[src/rtl/eth_helper_scheduler_pkg.sv]
// eth_helper_pkg: shared state encoding, keep constant and header widths for the helper scheduler
package eth_helper_pkg;
  typedef enum logic [1:0] {IDLE, FEED, DRAIN} state_t;
  localparam logic [7:0] KEEP_FULL = 8'hFF;
  localparam int DA_W = 48;
  localparam int LT_W = 16;
  localparam int SW_W = 16;
endpackage

[src/rtl/eth_helper_scheduler_if.sv]
// eth_helper_scheduler_if: requester streams, helper stream, helper snoop and header config
interface eth_helper_scheduler_if
  import eth_helper_pkg::*;
#(
  parameter int NUM_SRC = 2,
  parameter int DATA_WIDTH = 64
);
  logic [NUM_SRC*DATA_WIDTH-1:0] S_AXIS_tdata;
  logic [NUM_SRC*8-1:0] S_AXIS_tkeep;
  logic [NUM_SRC-1:0] S_AXIS_tvalid;
  logic [NUM_SRC-1:0] S_AXIS_tready;
  logic [NUM_SRC*DA_W-1:0] Src_Destination_Address;
  logic [NUM_SRC*LT_W-1:0] Src_Link_Type;
  logic [NUM_SRC*SW_W-1:0] Src_SyncWord;
  logic [DATA_WIDTH-1:0] H_AXIS_tdata;
  logic [7:0] H_AXIS_tkeep;
  logic H_AXIS_tvalid;
  logic H_AXIS_tready;
  logic [DA_W-1:0] Destination_Address;
  logic [LT_W-1:0] Link_Type;
  logic [SW_W-1:0] SyncWord;
  logic HM_tvalid;
  logic HM_tready;
  logic HM_tlast;
  modport slave (
    input S_AXIS_tdata, S_AXIS_tkeep, S_AXIS_tvalid, Src_Destination_Address, Src_Link_Type,
          Src_SyncWord, H_AXIS_tready, HM_tvalid, HM_tready, HM_tlast,
    output S_AXIS_tready, H_AXIS_tdata, H_AXIS_tkeep, H_AXIS_tvalid, Destination_Address,
           Link_Type, SyncWord
  );
  modport master (
    output S_AXIS_tdata, S_AXIS_tkeep, S_AXIS_tvalid, Src_Destination_Address, Src_Link_Type,
           Src_SyncWord, H_AXIS_tready, HM_tvalid, HM_tready, HM_tlast,
    input S_AXIS_tready, H_AXIS_tdata, H_AXIS_tkeep, H_AXIS_tvalid, Destination_Address,
          Link_Type, SyncWord
  );
endinterface

[src/rtl/eth_helper_scheduler_rr_arbiter.sv]
// rr_arbiter: round-robin pick of the first requester at or after ptr
module rr_arbiter #(
  parameter int N = 2
) (
  input  logic [N-1:0] req,
  input  logic [1:0]   ptr,
  output logic [N-1:0] gnt,
  output logic [1:0]   idx
);
  localparam logic [N-1:0] ONE = 1;
  logic [N-1:0] rot_n;
  logic [3:0] rot;
  logic [1:0] off;
  logic [2:0] sum;
  always_comb begin
    rot_n = (req >> ptr) | (req << (3'(N) - {1'b0, ptr}));
    rot = '0;
    rot[N-1:0] = rot_n;
    off = rot[0] ? 2'd0 : rot[1] ? 2'd1 : rot[2] ? 2'd2 : 2'd3;
    sum = {1'b0, ptr} + {1'b0, off};
    idx = sum >= 3'(N) ? 2'(sum - 3'(N)) : sum[1:0];
    gnt = |req ? ONE << idx : '0;
  end
endmodule

[src/rtl/eth_helper_scheduler.sv]
// eth_helper_scheduler: round-robin feeder of AXIS requesters into an Ethernet helper
module eth_helper_scheduler
  import eth_helper_pkg::*;
#(
  parameter int NUM_SRC = 2,
  parameter int DATA_WIDTH = 64,
  parameter int BEATS_PER_PKT = 8,
  parameter int DRAIN_TIMEOUT = 1024
) (
  input  logic                  ACLK,
  input  logic                  ARESET,
  eth_helper_scheduler_if.slave bus,
  output logic [1:0]            grant_idx,
  output logic [31:0]           pkt_count,
  output logic                  timeout_err,
  output logic                  busy
);
  localparam logic [NUM_SRC-1:0] ONE = 1;
  state_t state, state_d;
  logic [1:0] rr_ptr, arb_idx, next_ptr;
  logic [NUM_SRC-1:0] arb_gnt;
  logic [31:0] beat_cnt, drain_cnt;
  logic [DATA_WIDTH-1:0] td [4];
  logic [7:0] tk [4];
  logic tv [4];
  logic [DA_W-1:0] da [4];
  logic [LT_W-1:0] lt [4];
  logic [SW_W-1:0] sw [4];
  logic hs, last_beat, tlast_seen, timed_out;
  for (genvar g = 0; g < 4; g++) begin : g_src
    if (g < NUM_SRC) begin : g_on
      assign td[g] = bus.S_AXIS_tdata[g*DATA_WIDTH +: DATA_WIDTH];
      assign tk[g] = bus.S_AXIS_tkeep[g*8 +: 8];
      assign tv[g] = bus.S_AXIS_tvalid[g];
      assign da[g] = bus.Src_Destination_Address[g*DA_W +: DA_W];
      assign lt[g] = bus.Src_Link_Type[g*LT_W +: LT_W];
      assign sw[g] = bus.Src_SyncWord[g*SW_W +: SW_W];
    end else begin : g_off
      assign td[g] = '0;
      assign tk[g] = '0;
      assign tv[g] = 1'b0;
      assign da[g] = '0;
      assign lt[g] = '0;
      assign sw[g] = '0;
    end
  end
  rr_arbiter #(.N(NUM_SRC)) u_arb (
    .req(bus.S_AXIS_tvalid),
    .ptr(rr_ptr),
    .gnt(arb_gnt),
    .idx(arb_idx)
  );
  assign bus.H_AXIS_tvalid = state == FEED && tv[grant_idx];
  assign bus.H_AXIS_tdata = state == FEED ? td[grant_idx] : '0;
  assign bus.H_AXIS_tkeep = state == FEED ? tk[grant_idx] : '0;
  assign bus.S_AXIS_tready = (state == FEED && bus.H_AXIS_tready) ? ONE << grant_idx : '0;
  assign hs = bus.H_AXIS_tvalid && bus.H_AXIS_tready;
  assign last_beat = hs && (beat_cnt == 32'(BEATS_PER_PKT - 1) || bus.H_AXIS_tkeep != KEEP_FULL);
  assign tlast_seen = bus.HM_tvalid && bus.HM_tready && bus.HM_tlast;
  assign timed_out = drain_cnt == 32'(DRAIN_TIMEOUT - 1);
  assign next_ptr = grant_idx == 2'(NUM_SRC - 1) ? 2'd0 : grant_idx + 2'd1;
  assign busy = state != IDLE;
  always_comb begin
    state_d = state;
    case (state)
      IDLE: state_d = |arb_gnt ? FEED : IDLE;
      FEED: state_d = last_beat ? DRAIN : FEED;
      default: state_d = (tlast_seen || timed_out) ? IDLE : DRAIN;
    endcase
  end
  always_ff @(posedge ACLK) begin
    if (ARESET) begin
      state <= IDLE;
      rr_ptr <= '0;
      grant_idx <= '0;
      beat_cnt <= '0;
      drain_cnt <= '0;
      pkt_count <= '0;
      timeout_err <= 1'b0;
      bus.Destination_Address <= '0;
      bus.Link_Type <= '0;
      bus.SyncWord <= '0;
    end else begin
      state <= state_d;
      beat_cnt <= state == IDLE ? '0 : beat_cnt + 32'(hs);
      drain_cnt <= state == DRAIN ? drain_cnt + 32'd1 : '0;
      if (state == IDLE && |arb_gnt) begin
        grant_idx <= arb_idx;
        bus.Destination_Address <= da[arb_idx];
        bus.Link_Type <= lt[arb_idx];
        bus.SyncWord <= sw[arb_idx];
      end
      if (state == DRAIN && (tlast_seen || timed_out)) rr_ptr <= next_ptr;
      if (state == DRAIN && tlast_seen) pkt_count <= pkt_count + 32'd1;
      if (state == DRAIN && !tlast_seen && timed_out) timeout_err <= 1'b1;
    end
  end
endmodule

[src/flat_wrapper.sv]
// flat-port wrapper written by rule: the top's interface ports become plain ports
module eth_helper_scheduler_flat import eth_helper_pkg::*;
#(
  parameter int NUM_SRC = 2,
  parameter int DATA_WIDTH = 64,
  parameter int BEATS_PER_PKT = 8,
  parameter int DRAIN_TIMEOUT = 1024
)
  (ACLK, ARESET, grant_idx, pkt_count, timeout_err, busy, bus_S_AXIS_tdata, bus_S_AXIS_tkeep, bus_S_AXIS_tvalid, bus_Src_Destination_Address, bus_Src_Link_Type, bus_Src_SyncWord, bus_H_AXIS_tready, bus_HM_tvalid, bus_HM_tready, bus_HM_tlast, bus_S_AXIS_tready, bus_H_AXIS_tdata, bus_H_AXIS_tkeep, bus_H_AXIS_tvalid, bus_Destination_Address, bus_Link_Type, bus_SyncWord);
  eth_helper_scheduler_if #(.NUM_SRC(NUM_SRC), .DATA_WIDTH(DATA_WIDTH)) bus_i ();
  input  logic ACLK;
  input  logic ARESET;
  output logic [1:0] grant_idx;
  output logic [31:0] pkt_count;
  output logic timeout_err;
  output logic busy;
  input wire logic [$bits(bus_i.S_AXIS_tdata)-1:0] bus_S_AXIS_tdata;
  input wire logic [$bits(bus_i.S_AXIS_tkeep)-1:0] bus_S_AXIS_tkeep;
  input wire logic [$bits(bus_i.S_AXIS_tvalid)-1:0] bus_S_AXIS_tvalid;
  input wire logic [$bits(bus_i.Src_Destination_Address)-1:0] bus_Src_Destination_Address;
  input wire logic [$bits(bus_i.Src_Link_Type)-1:0] bus_Src_Link_Type;
  input wire logic [$bits(bus_i.Src_SyncWord)-1:0] bus_Src_SyncWord;
  input wire logic [$bits(bus_i.H_AXIS_tready)-1:0] bus_H_AXIS_tready;
  input wire logic [$bits(bus_i.HM_tvalid)-1:0] bus_HM_tvalid;
  input wire logic [$bits(bus_i.HM_tready)-1:0] bus_HM_tready;
  input wire logic [$bits(bus_i.HM_tlast)-1:0] bus_HM_tlast;
  output wire logic [$bits(bus_i.S_AXIS_tready)-1:0] bus_S_AXIS_tready;
  output wire logic [$bits(bus_i.H_AXIS_tdata)-1:0] bus_H_AXIS_tdata;
  output wire logic [$bits(bus_i.H_AXIS_tkeep)-1:0] bus_H_AXIS_tkeep;
  output wire logic [$bits(bus_i.H_AXIS_tvalid)-1:0] bus_H_AXIS_tvalid;
  output wire logic [$bits(bus_i.Destination_Address)-1:0] bus_Destination_Address;
  output wire logic [$bits(bus_i.Link_Type)-1:0] bus_Link_Type;
  output wire logic [$bits(bus_i.SyncWord)-1:0] bus_SyncWord;
  assign bus_i.S_AXIS_tdata = bus_S_AXIS_tdata;
  assign bus_i.S_AXIS_tkeep = bus_S_AXIS_tkeep;
  assign bus_i.S_AXIS_tvalid = bus_S_AXIS_tvalid;
  assign bus_i.Src_Destination_Address = bus_Src_Destination_Address;
  assign bus_i.Src_Link_Type = bus_Src_Link_Type;
  assign bus_i.Src_SyncWord = bus_Src_SyncWord;
  assign bus_i.H_AXIS_tready = bus_H_AXIS_tready;
  assign bus_i.HM_tvalid = bus_HM_tvalid;
  assign bus_i.HM_tready = bus_HM_tready;
  assign bus_i.HM_tlast = bus_HM_tlast;
  assign bus_S_AXIS_tready = bus_i.S_AXIS_tready;
  assign bus_H_AXIS_tdata = bus_i.H_AXIS_tdata;
  assign bus_H_AXIS_tkeep = bus_i.H_AXIS_tkeep;
  assign bus_H_AXIS_tvalid = bus_i.H_AXIS_tvalid;
  assign bus_Destination_Address = bus_i.Destination_Address;
  assign bus_Link_Type = bus_i.Link_Type;
  assign bus_SyncWord = bus_i.SyncWord;
  eth_helper_scheduler #(.NUM_SRC(NUM_SRC), .DATA_WIDTH(DATA_WIDTH), .BEATS_PER_PKT(BEATS_PER_PKT), .DRAIN_TIMEOUT(DRAIN_TIMEOUT)) u_core (.ACLK(ACLK), .ARESET(ARESET), .bus(bus_i), .grant_idx(grant_idx), .pkt_count(pkt_count), .timeout_err(timeout_err), .busy(busy));
endmodule
[config.mk]
export PLATFORM = sky130hd
export DESIGN_NAME = eth_helper_scheduler_flat
export DESIGN_NICKNAME = d
export VERILOG_FILES = /design/src/rtl/eth_helper_scheduler_pkg.sv /design/src/rtl/eth_helper_scheduler_if.sv /design/src/rtl/eth_helper_scheduler_rr_arbiter.sv /design/src/rtl/eth_helper_scheduler.sv /design/src/flat_wrapper.sv
export SDC_FILE = /design/constraint.sdc
export NUM_CORES = 1
export LEC_CHECK = 0
export CELL_PAD_IN_SITES_DETAIL_PLACEMENT = 0
export CELL_PAD_IN_SITES_GLOBAL_PLACEMENT = 1
export CORE_AREA = 5 5 195 197
export CTS_CLUSTER_SIZE = 25
export DETAILED_ROUTE_END_ITERATION = 7
export DIE_AREA = 0 0 200 202
export PLACE_DENSITY = 0.77
export SYNTH_ARGS = -nofsm -noshare
export SYNTH_HDL_FRONTEND = slang
export SYNTH_SLANG_ARGS = --single-unit
[constraint.sdc]
create_clock -name ACLK -period 3.9 [get_ports ACLK]
set_clock_uncertainty 0.2 [all_clocks]
set_input_delay 0.585 -clock ACLK [delete_from_list [all_inputs] [get_ports ACLK]]
set_output_delay 0.585 -clock ACLK [all_outputs]
set_load 0.01 [all_outputs]
---- Word-level counts from Yosys, hierarchy flattened ----
Cells that the tools add are included.
operators by class
  eq/ne operators ......................... 6
  shift-type cells ........................ 4
  magnitude comparators ................... 3
  add/sub/neg operators ................... 7
  bitwise logic cells ..................... 4
  mux-type cells .......................... 30
  reductions and logical operators ........ 20
operator list
  kind                   count
  $mux 64                3
  $bmux 64 s2            1
  $bmux 48 s2            1
  $mux 48                2
  $add 32x1->32 const B  2
  $bmux 16 s2            2
  $mux 16                4
  $add 32x1->32          1
  $eq 32x10->1 const B   1
  $eq 32x3->1 const B    1
  $mux 8                 3
  $bmux 8 s2             1
  $mux 2                 8
  $logic_and 1x1->1      11
  $ne 8x8->1 const B     1
  $reduce_or 2->1        4
  $ge 3x3->1 const B     2
  $not 2->3              2
  $eq 2x1->1 const B     2
  $pmux 2 s2             1
  $shl 1x2->2 const A    2
  $add 2x2->3            1
  $ge 3x2->1 const B     1
  $mux 1                 3
  other kinds (13)       14
storage, ports and cells
  word-level logic and storage cells ...... 84
  register bits ........................... 183

---- Longest topological paths before layout ----
  depth after elaboration ................. 13
  depth in mapped cells ................... 14
  gate-level depth less buffers ........... 12

---- Hierarchy ----
A second synthesis with hierarchy kept.
second synthesis, totals
  cell total of the unflattened synthesis .. 1233
  area total of the unflattened synthesis .. 10337.4 um^2
by module, submodules not included
  module                cells an instance  times used  area each (um^2)  sequential area each (um^2)
  eth_helper_scheduler  1216               1           10208.5           3663.5
  rr_arbiter            17                 1           128.9             0.0

---- Worst setup path after synthesis ----
Ideal clock, no wire load.
  kind .................................... reg2reg
  start point ............................. reg u_core.grant_idx[0]
  end point ............................... reg u_core.beat_cnt[26]
  stages on the path, launching flop included .. 13
  data required time ...................... 3641 ps
  setup time .............................. 59 ps
  setup slack ............................. 698 ps
  path buffers ............................ 3
  arrival time ............................ 2942 ps
  path through ............................ dfxtp_1 -> clkbuf_1 -> mux2i_1 -> nor2_1 -> ha_1 -> ha_1 -> nand2_1 -> or4_1 -> buf_2 -> or3_1 -> buf_2 -> or4_1 -> nand2_1
between the ends
  word-level cells in the longest chain between the ends .. 7
RTL lines
  element                                     line                        source
  from (decl)                                 eth_helper_scheduler.sv:13  output logic [1:0] grant_idx,
  from (signal assigned)                      eth_helper_scheduler.sv:88  grant_idx <= arb_idx;
  $not 2->3 (implied by the code)             eth_helper_scheduler.sv:53  assign bus.H_AXIS_tvalid = state == FEED && tv[grant_idx];
  $bmux 1 s2                                  eth_helper_scheduler.sv:53
  $mux 1 (implied by the code) (2 in series)  eth_helper_scheduler.sv:53
  $logic_and 1x1->1                           eth_helper_scheduler.sv:53
  $logic_and 1x1->1                           eth_helper_scheduler.sv:57  assign hs = bus.H_AXIS_tvalid && bus.H_AXIS_tready;
  $add 32x1->32                               eth_helper_scheduler.sv:85  beat_cnt <= state == IDLE ? '0 : beat_cnt + 32'(hs);
  to (signal assigned)                        eth_helper_scheduler.sv:85
  to (decl)                                   eth_helper_scheduler.sv:22  logic [31:0] beat_cnt, drain_cnt;
Every way passes these cells. The select of a mux whose other input is x is not followed.
A chain may end at the register's enable or synchronous reset.

---- Worst setup path in the final report ----
  start point ............................. reg u_core.grant_idx[1]
  end point ............................... out bus_H_AXIS_tdata[62]
between the ends
  word-level cells in the longest chain between the ends .. 5
RTL lines
  element                                      line                        source
  $not 2->3 (implied by the code)              eth_helper_scheduler.sv:54  assign bus.H_AXIS_tdata = state == FEED ? td[grant_idx] : '0;
  $bmux 64 s2                                  eth_helper_scheduler.sv:54
  $mux 64 (implied by the code) (2 in series)  eth_helper_scheduler.sv:54
  $mux 64                                      eth_helper_scheduler.sv:54
  to (decl)                                    flat_wrapper.sv:28          output wire logic [$bits(bus_i.H_AXIS_tdata)-1:0] bus_H_AXIS_tdata;
Every way passes these cells. The select of a mux whose other input is x is not followed.

==> flow_summary.json <==
{
  "tightest_slew_ns": 0.8799,
  "internal_power_mw": 3.931,
  "drt_iter0_drc": 393,
  "syn_area_per_cell_um2": 8.527,
  "final_cell_mix": "clkdlybuf4s50_1 (501), nor2_1 (231), dfxtp_1 (182)",
  "ys_types": 47,
  "drt-total-wl_um": 38830,
  "start_util": 0.2595,
  "p_seq_frac": 0.377,
  "drc_errors": 0,
  "portBuffers": 502,
  "antenna_found_initial": 5,
  "setup_violations": 0,
  "clk_path_buf_depth": 2,
  "antennaDiodeCount": 0,
  "critPathRequiredTime_ns": 3.12,
  "dr.pass1.iters": 6,
  "p_leak_nw": 5.655,
  "cp_top_family": "buffers and inverters",
  "dieArea_um2": 40400,
  "ios": 503,
  "vdd_drop_max_mv": 0.2954,
  "cp-end-kind": "output pin",
  "synth.ff_latch_count": 183,
  "cts_sinks": 183,
  "swShare": 0.2823,
  "hp-class": "reg -> reg",
  "wire_per_inst_um": 19.05,
  "viasPerCell": 4.726,
  "period_minus_slack_ns": 3.456,
  "core_um2": 36080,
  "clockRootBuffer": "clkbuf_16",
  "clk_latency_ns": 0.44,
  "holdBufCountCts": 0,
  "period_share": 0.8862,
  "final_common_cell": "clkdlybuf4s50_1",
  "critical_path.cell_chain": "or3b_2 -> buf_12 -> nor2_1 -> clkdlybuf4s50_1",
  "fin_nets": 1880,
  "p_per_area_nw_per_um2": 352.5,
  "detail-route-antenna-nets": 0,
  "fill_cells": 3621,
  "pwr-share-clk": 0.335,
  "first_global_vias": 9538,
  "fin_util": 0.4306,
  "cts_tree": "done",
  "grt_overflow": 0,
  "dp_hpwl_um": 30900,
  "p_comb_frac": 0.288,
  "setup_tns_ns": 0,
  "crit_path_max_incr_delay_ns": 0.73,
  "synth_edf_count": 0,
  "place_congestion": 0.8959,
  "fmax_mhz": 289.4,
  "hold_viol_final": 0,
  "ys_seq_area_frac": 0.3913,
  "synth_area_um2": 9363,
  "cp_slowest_cell": "or3b_2",
  "syn_nets": 1417,
  "post_cts.repair.setup_buffers": 0,
  "drv_slew": 0,
  "status": "finished, final reports clean",
  "path_class": "reg -> out",
  "crit_arrival_ns": 2.67,
  "grt_setup_unrepaired": "no",
  "net-switching-power_mw": 1.546,
  "path_clk_slew_ns": 0.07,
  "grt_usage": 0.1831,
  "maxCapViolations": 0,
  "synth_async_sr_flop_share": 0,
  "ys.flop_type": "dfxtp_1",
  "cts-buffers-inserted": 17,
  "synth_warnings": 0,
  "grt_first_pass_wirelength_um": 57330,
  "htreeDepth": 4,
  "fp.dieW_um": 200,
  "vias": 9636,
  "ctsResizeCount": 0,
  "seq_area_um2": 3667,
  "crit_buf_inv": 2,
  "grt_max_degree": 83,
  "drive_gt1_frac": 0.03883,
  "syn_to_final_growth_pct": 65.96,
  "critical_path_peak_fanout": 54,
  "die_y_um": 202,
  "multi_input_area_um2": 5386,
  "crit_path_start_kind": "register",
  "slew_headroom": 0.4089,
  "rows": 70,
  "synthCells": 1098
}
==> cell type report <==
cell class,count,share of cell area
Clock buffer,18,0.02762
Multi-Input combinational cell,828,0.3466
Tap cell,468,0.03768
Inverter,12,0.002899
Timing Repair Buffer,519,0.3379
Sequential cell,183,0.2360
Clock inverter,11,0.01127
==> power by group through the flow <==
stage | clock [mW] | combinational, mW | sequential [mW]
after CTS | 1.89 | 1.60 | 2.07
after global placement | 0 | 1.59 | 2.10
final | 1.84 | 1.58 | 2.07
after floorplan | 0 | 0.567 | 2.15
after detailed placement | 0 | 1.59 | 2.11
after global routing | 1.96 | 1.69 | 2.08
==> cell usage after synthesis (2+ instances only) <==
cell type / n / area (µm²)
a211oi_1: 80 / 600.6
a21oi_1: 30 / 150.1
a31o_2: 2 / 17.52
a31oi_1: 4 / 25.02
a41o_1: 3 / 30.03
and2_1: 10 / 62.56
and3_1: 12 / 75.07
and4_1: 11 / 96.34
buf_1: 13 / 48.80
buf_2: 3 / 15.01
clkbuf_1: 59 / 221.5
dfxtp_1: 183 / 3664
ha_1: 6 / 75.07
inv_1: 12 / 45.04
mux2i_1: 157 / 1572
nand2_1: 46 / 172.7
nand2b_1: 3 / 18.77
nand3_1: 28 / 140.1
nand4_1: 37 / 231.5
nor2_1: 231 / 867.1
nor2b_1: 3 / 18.77
nor3_1: 10 / 50.05
nor3b_1: 2 / 15.01
nor4_1: 14 / 87.58
nor4_2: 2 / 25.02
nor4b_1: 4 / 35.03
o211ai_1: 3 / 22.52
o21ai_0: 27 / 135.1
or2_2: 2 / 12.51
or3_1: 25 / 156.4
or4_1: 5 / 37.54
xnor2_1: 25 / 219.0
xor2_1: 32 / 280.3
==> worst reg2reg max path: stages, from the launching register on <==
cell     delay, ns
dfxtp_1       0.40
nor3b_1       0.29
nand2_1       0.10
nor2_1        0.14
ha_1          0.20
ha_1          0.26
nand2_1       0.08
or4_1         0.54
or3_1         0.49
or4_1         0.43
nand2_1       0.08
==> final timing paths <==
path	start	endpoint	slack, ns	cells after the start
worst max-delay path	u_core.grant_idx[1]$_SDFFE_PP0P_	bus_H_AXIS_tdata[62]	0.44	4
worst min register to register	u_core.timeout_err$_SDFFE_PP0P_	u_core.timeout_err$_SDFFE_PP0P_	0.27	2
worst max register to register	u_core.grant_idx[1]$_SDFFE_PP0P_	u_core.beat_cnt[28]$_SDFF_PP0_	0.64	10
worst min-delay path	u_core.timeout_err$_SDFFE_PP0P_	u_core.timeout_err$_SDFFE_PP0P_	0.27	2
==> sequential cells by signal, indices dropped and copies added (netlist names) <==
| signal | count |
|---|---|
| u_core.bus.Link_Type | 16 |
| u_core.timeout_err | 1 |
| u_core.bus.Destination_Address | 48 |
| u_core.pkt_count | 32 |
| u_core.drain_cnt | 32 |
| u_core.bus.SyncWord | 16 |
| u_core.beat_cnt | 32 |
| u_core.grant_idx | 2 |
| u_core.state | 2 |
| u_core.rr_ptr | 2 |
==> routing by layer <==
metal,global-route usage,wire length (µm),vias to the layer above
li1,-,-,4836
met1,0.2489,17900,4493
met2,0.2915,17850,269
met3,0.05418,2669,30
met4,0.03227,372,8
met5,0,43,-
==> metrics by stage <==
stage	hold slack [ns]	total power [mW]	instance area [µm²]	instances	worst slack (ns)
after floorplan	0.2463	2.722	9363	1098	0.6985
after global placement	0.2604	3.690	14930	2010	0.2292
after detailed placement	0.2654	3.698	14930	2010	0.1772
after CTS	0.2792	5.554	15540	2039	0.4440
after global routing	0.2960	5.731	15540	2039	0.3769
final	0.2736	5.478	15540	2039	0.4440
==> cells by family (layout without fill, tap and decap cells) <==
kind of cell,Yosys count,after routing,share of synthesized area
AND/OR/NAND/NOR,453,453,0.2323
flip-flops,183,183,0.3913
multiplexers,158,158,0.1691
AO/OA/AOI/OAI,153,153,0.1086
buffers and inverters,87,560,0.03528
XOR/XNOR,57,57,0.05332
adder cells (fa/ha/maj),7,7,0.01016
No activity file was read; power rests on OpenSTA's default activity.
==> RTL change: new RTL, config.mk and constraints unchanged <==
`DATA_WIDTH` is set to 64 in 3 places; all go to 32.
--- a/src/rtl/eth_helper_scheduler_if.sv
+++ b/src/rtl/eth_helper_scheduler_if.sv
@@ -4,5 +4,5 @@
 #(
   parameter int NUM_SRC = 2,
-  parameter int DATA_WIDTH = 64
+  parameter int DATA_WIDTH = 32
 );
   logic [NUM_SRC*DATA_WIDTH-1:0] S_AXIS_tdata;
--- a/src/rtl/eth_helper_scheduler.sv
+++ b/src/rtl/eth_helper_scheduler.sv
@@ -4,5 +4,5 @@
 #(
   parameter int NUM_SRC = 2,
-  parameter int DATA_WIDTH = 64,
+  parameter int DATA_WIDTH = 32,
   parameter int BEATS_PER_PKT = 8,
   parameter int DRAIN_TIMEOUT = 1024
--- a/src/flat_wrapper.sv
+++ b/src/flat_wrapper.sv
@@ -3,5 +3,5 @@
 #(
   parameter int NUM_SRC = 2,
-  parameter int DATA_WIDTH = 64,
+  parameter int DATA_WIDTH = 32,
   parameter int BEATS_PER_PKT = 8,
   parameter int DRAIN_TIMEOUT = 1024
Ports: changed (resized bus_H_AXIS_tdata and bus_S_AXIS_tdata); port bits go from 503 to 407. No check against the original RTL was run, so the function may have changed too.
==> RTL change against the original RTL <==
Combinational power down 23%. Cell area is 9.4% lower. Routed wire length down 24%. Sequential cell count stayed put. Total power down 9.1%. Setup slack better by 0.30 ns. First-iteration DRC count down 4.8%. Synthesized area down 5.5%. Largest cell class unchanged.
==> RTL change: results (changes against the original RTL) <==
run status=finished clean; count of cells along the worst register-to-register path=12 (+2); synth cell count leaders=sky130_fd_sc_hd__nor2_1 (212), sky130_fd_sc_hd__dfxtp_1 (183), sky130_fd_sc_hd__mux2i_1 (122); syn nets=1277 (-9.9%); total global routing track utilization=0.142 (-0.0415); Detailed Place HPWL=23.2 mm (-25%); Min-Delay Path Class=register to register; Slowest-stage cell, CP=sky130_fd_sc_hd__fa_1; number of buffers inserted by port buffering=406 (-19%); Most flops, register=u_core.bus.Destination_Address; Synth cell types=40 (-15%); number of antenna violations at the first check in global routing=0 (-5); vias in the first global route=8406 (-12%); pin slew with the least headroom to its limit=1.27 ns (+0.395 ns); CP delay by family, top=adder cells; maximum number of pins on one net before global-route repair=68 (-18%); cells after synthesis=1022 (-6.9%); Multi-input gate area=4910 um2 (-8.9%); design internal power=3.54 mW (-10%); Final GP Congestion=0.788 (-12%); number of optimization iterations in the first detailed-route pass=4 (-2); max reg flops=48 (unchanged); largest voltage drop on the vdd net=273 uV (-7.5%); leakage power of the design=5.03 nW (-11%); Post-DP Area=13500 um2 (-9.7%); clock latency of the later-clocked register in the worst-skew pair=0.43 ns; Worst Path Arrival=3.30 ns (+0.63 ns); number of buffers between clock root and the deepest sink=2 (unchanged); DRC violation total after the first TritonRoute iteration=374 (-4.8%); wire length per cell after detailed routing=15.6 um (-18%); # Post-CTS Setup Buffers=0 (unchanged); ratio of cells with drive above 1 in the final layout=0.0444 (+0.00560); H-tree levels=4 (unchanged); cell depth of the worst hold path=2 (unchanged); total CTS buffers=17 (unchanged); CTS-repair resized insts=0 (unchanged); total number of vias=8505 (-12%); fraction of the yosys area taken by sequential cells=0.414 (+0.0227); top fanout value on the critical path=58 (+7.4%); buffer cell driving the clock tree root=sky130_fd_sc_hd__clkbuf_16; async set-reset flop share out of synthesis=0 (unchanged); global-route wire length before repair=46.0 mm (-20%); cell types occupying the most area after synthesis=sky130_fd_sc_hd__dfxtp_1 (41%), sky130_fd_sc_hd__mux2i_1 (14%), sky130_fd_sc_hd__nor2_1 (9.0%); Syn. warnings=0 (unchanged); clock-pin slew of the registers on the worst-case setup and hold paths=around 0.080 ns; layout net count=1660 (-12%); number of fillers in the final layout=3676 (+1.5%); DRT Wirelength=29.4 mm (-24%); Setup WS pre-CTS=0.388 ns (+0.211 ns); CP max stage delay=0.50 ns (-0.23 ns); commonest register cell after synthesis=sky130_fd_sc_hd__dfxtp_1; number of cells in the design after placement=1854 (-7.8%)
==> RTL change: changes by cell type after synthesis, sizes merged, moves of 10 or more <==
cell and delta:
nor2 -19, nor3 +10, a21oi -12, mux2i -35, nand4 -15, xnor2 +19
==> RTL change: metal layers <==
metal  global-route usage  routed length (um)  vias up  part of all wire
met3               0.0420                2060       25             0.070
met5                    0                   0        -                 0
met1                0.180               12700     3860              0.43
met4               0.0332                 397        0             0.013
met2                0.236               14300      217              0.49
li1                     -                   -     4403                 -
==> RTL change: cell families after synthesis <==
| logic type | Yosys count | synth area share |
|---|---|---|
| AND/OR/NAND/NOR | 430 | 0.232 |
| flip-flops | 183 | 0.414 |
| AO/OA/AOI/OAI | 125 | 0.0964 |
| multiplexers | 123 | 0.139 |
| buffers and inverters | 79 | 0.0335 |
| XOR/XNOR | 75 | 0.0742 |
| adder cells (fa/ha/maj) | 7 | 0.0107 |
==> RTL change: worst paths after layout <==
path / startpoint / endpoint / slack [ns]
hold / removal: u_core.timeout_err / u_core.timeout_err / 0.25
setup / recovery: u_core.rr_ptr[0] / u_core.bus.Link_Type[13] / 0.74
hold reg to reg: u_core.timeout_err / u_core.timeout_err / 0.25
setup reg to reg: u_core.rr_ptr[0] / u_core.bus.Link_Type[13] / 0.74
==> RTL change: area by class of cell <==
| type | instances | area share |
|---|---|---|
| Timing Repair Buffer | 428 | 0.304 |
| Clock buffer | 17 | 0.0302 |
| Antenna cell | 1 | 0.000178 |
| Multi-Input combinational cell | 760 | 0.349 |
| Inverter | 15 | 0.00400 |
| Sequential cell | 183 | 0.260 |
| Tap cell | 468 | 0.0416 |
| Clock inverter | 15 | 0.0112 |
==> RTL change: worst reg2reg max path, stage by stage, from the launching register on <==
cell and delay, ns:
sky130_fd_sc_hd__dfxtp_1 0.39, sky130_fd_sc_hd__ha_1 0.32, sky130_fd_sc_hd__nand2b_1 0.09, sky130_fd_sc_hd__nand2b_1 0.08, sky130_fd_sc_hd__o21ai_0 0.08, sky130_fd_sc_hd__a221o_1 0.32
sky130_fd_sc_hd__fa_1 0.50, sky130_fd_sc_hd__nor2b_1 0.05, sky130_fd_sc_hd__nor3_2 0.19, sky130_fd_sc_hd__buf_12 0.28, sky130_fd_sc_hd__buf_12 0.27, sky130_fd_sc_hd__nor2_1 0.06
sky130_fd_sc_hd__a211oi_1 0.22
==> RTL change: power groups by stage <==
| stage | Combinational, mW | Sequential, mW | Clock (mW) |
|---|---|---|---|
| after floorplan | 0.444 | 2.14 | 0 |
| after global routing | 1.32 | 2.07 | 1.86 |
| after CTS | 1.24 | 2.05 | 1.78 |
| final | 1.22 | 2.05 | 1.71 |
| after detailed placement | 1.24 | 2.09 | 0 |
| after global placement | 1.23 | 2.09 | 0 |
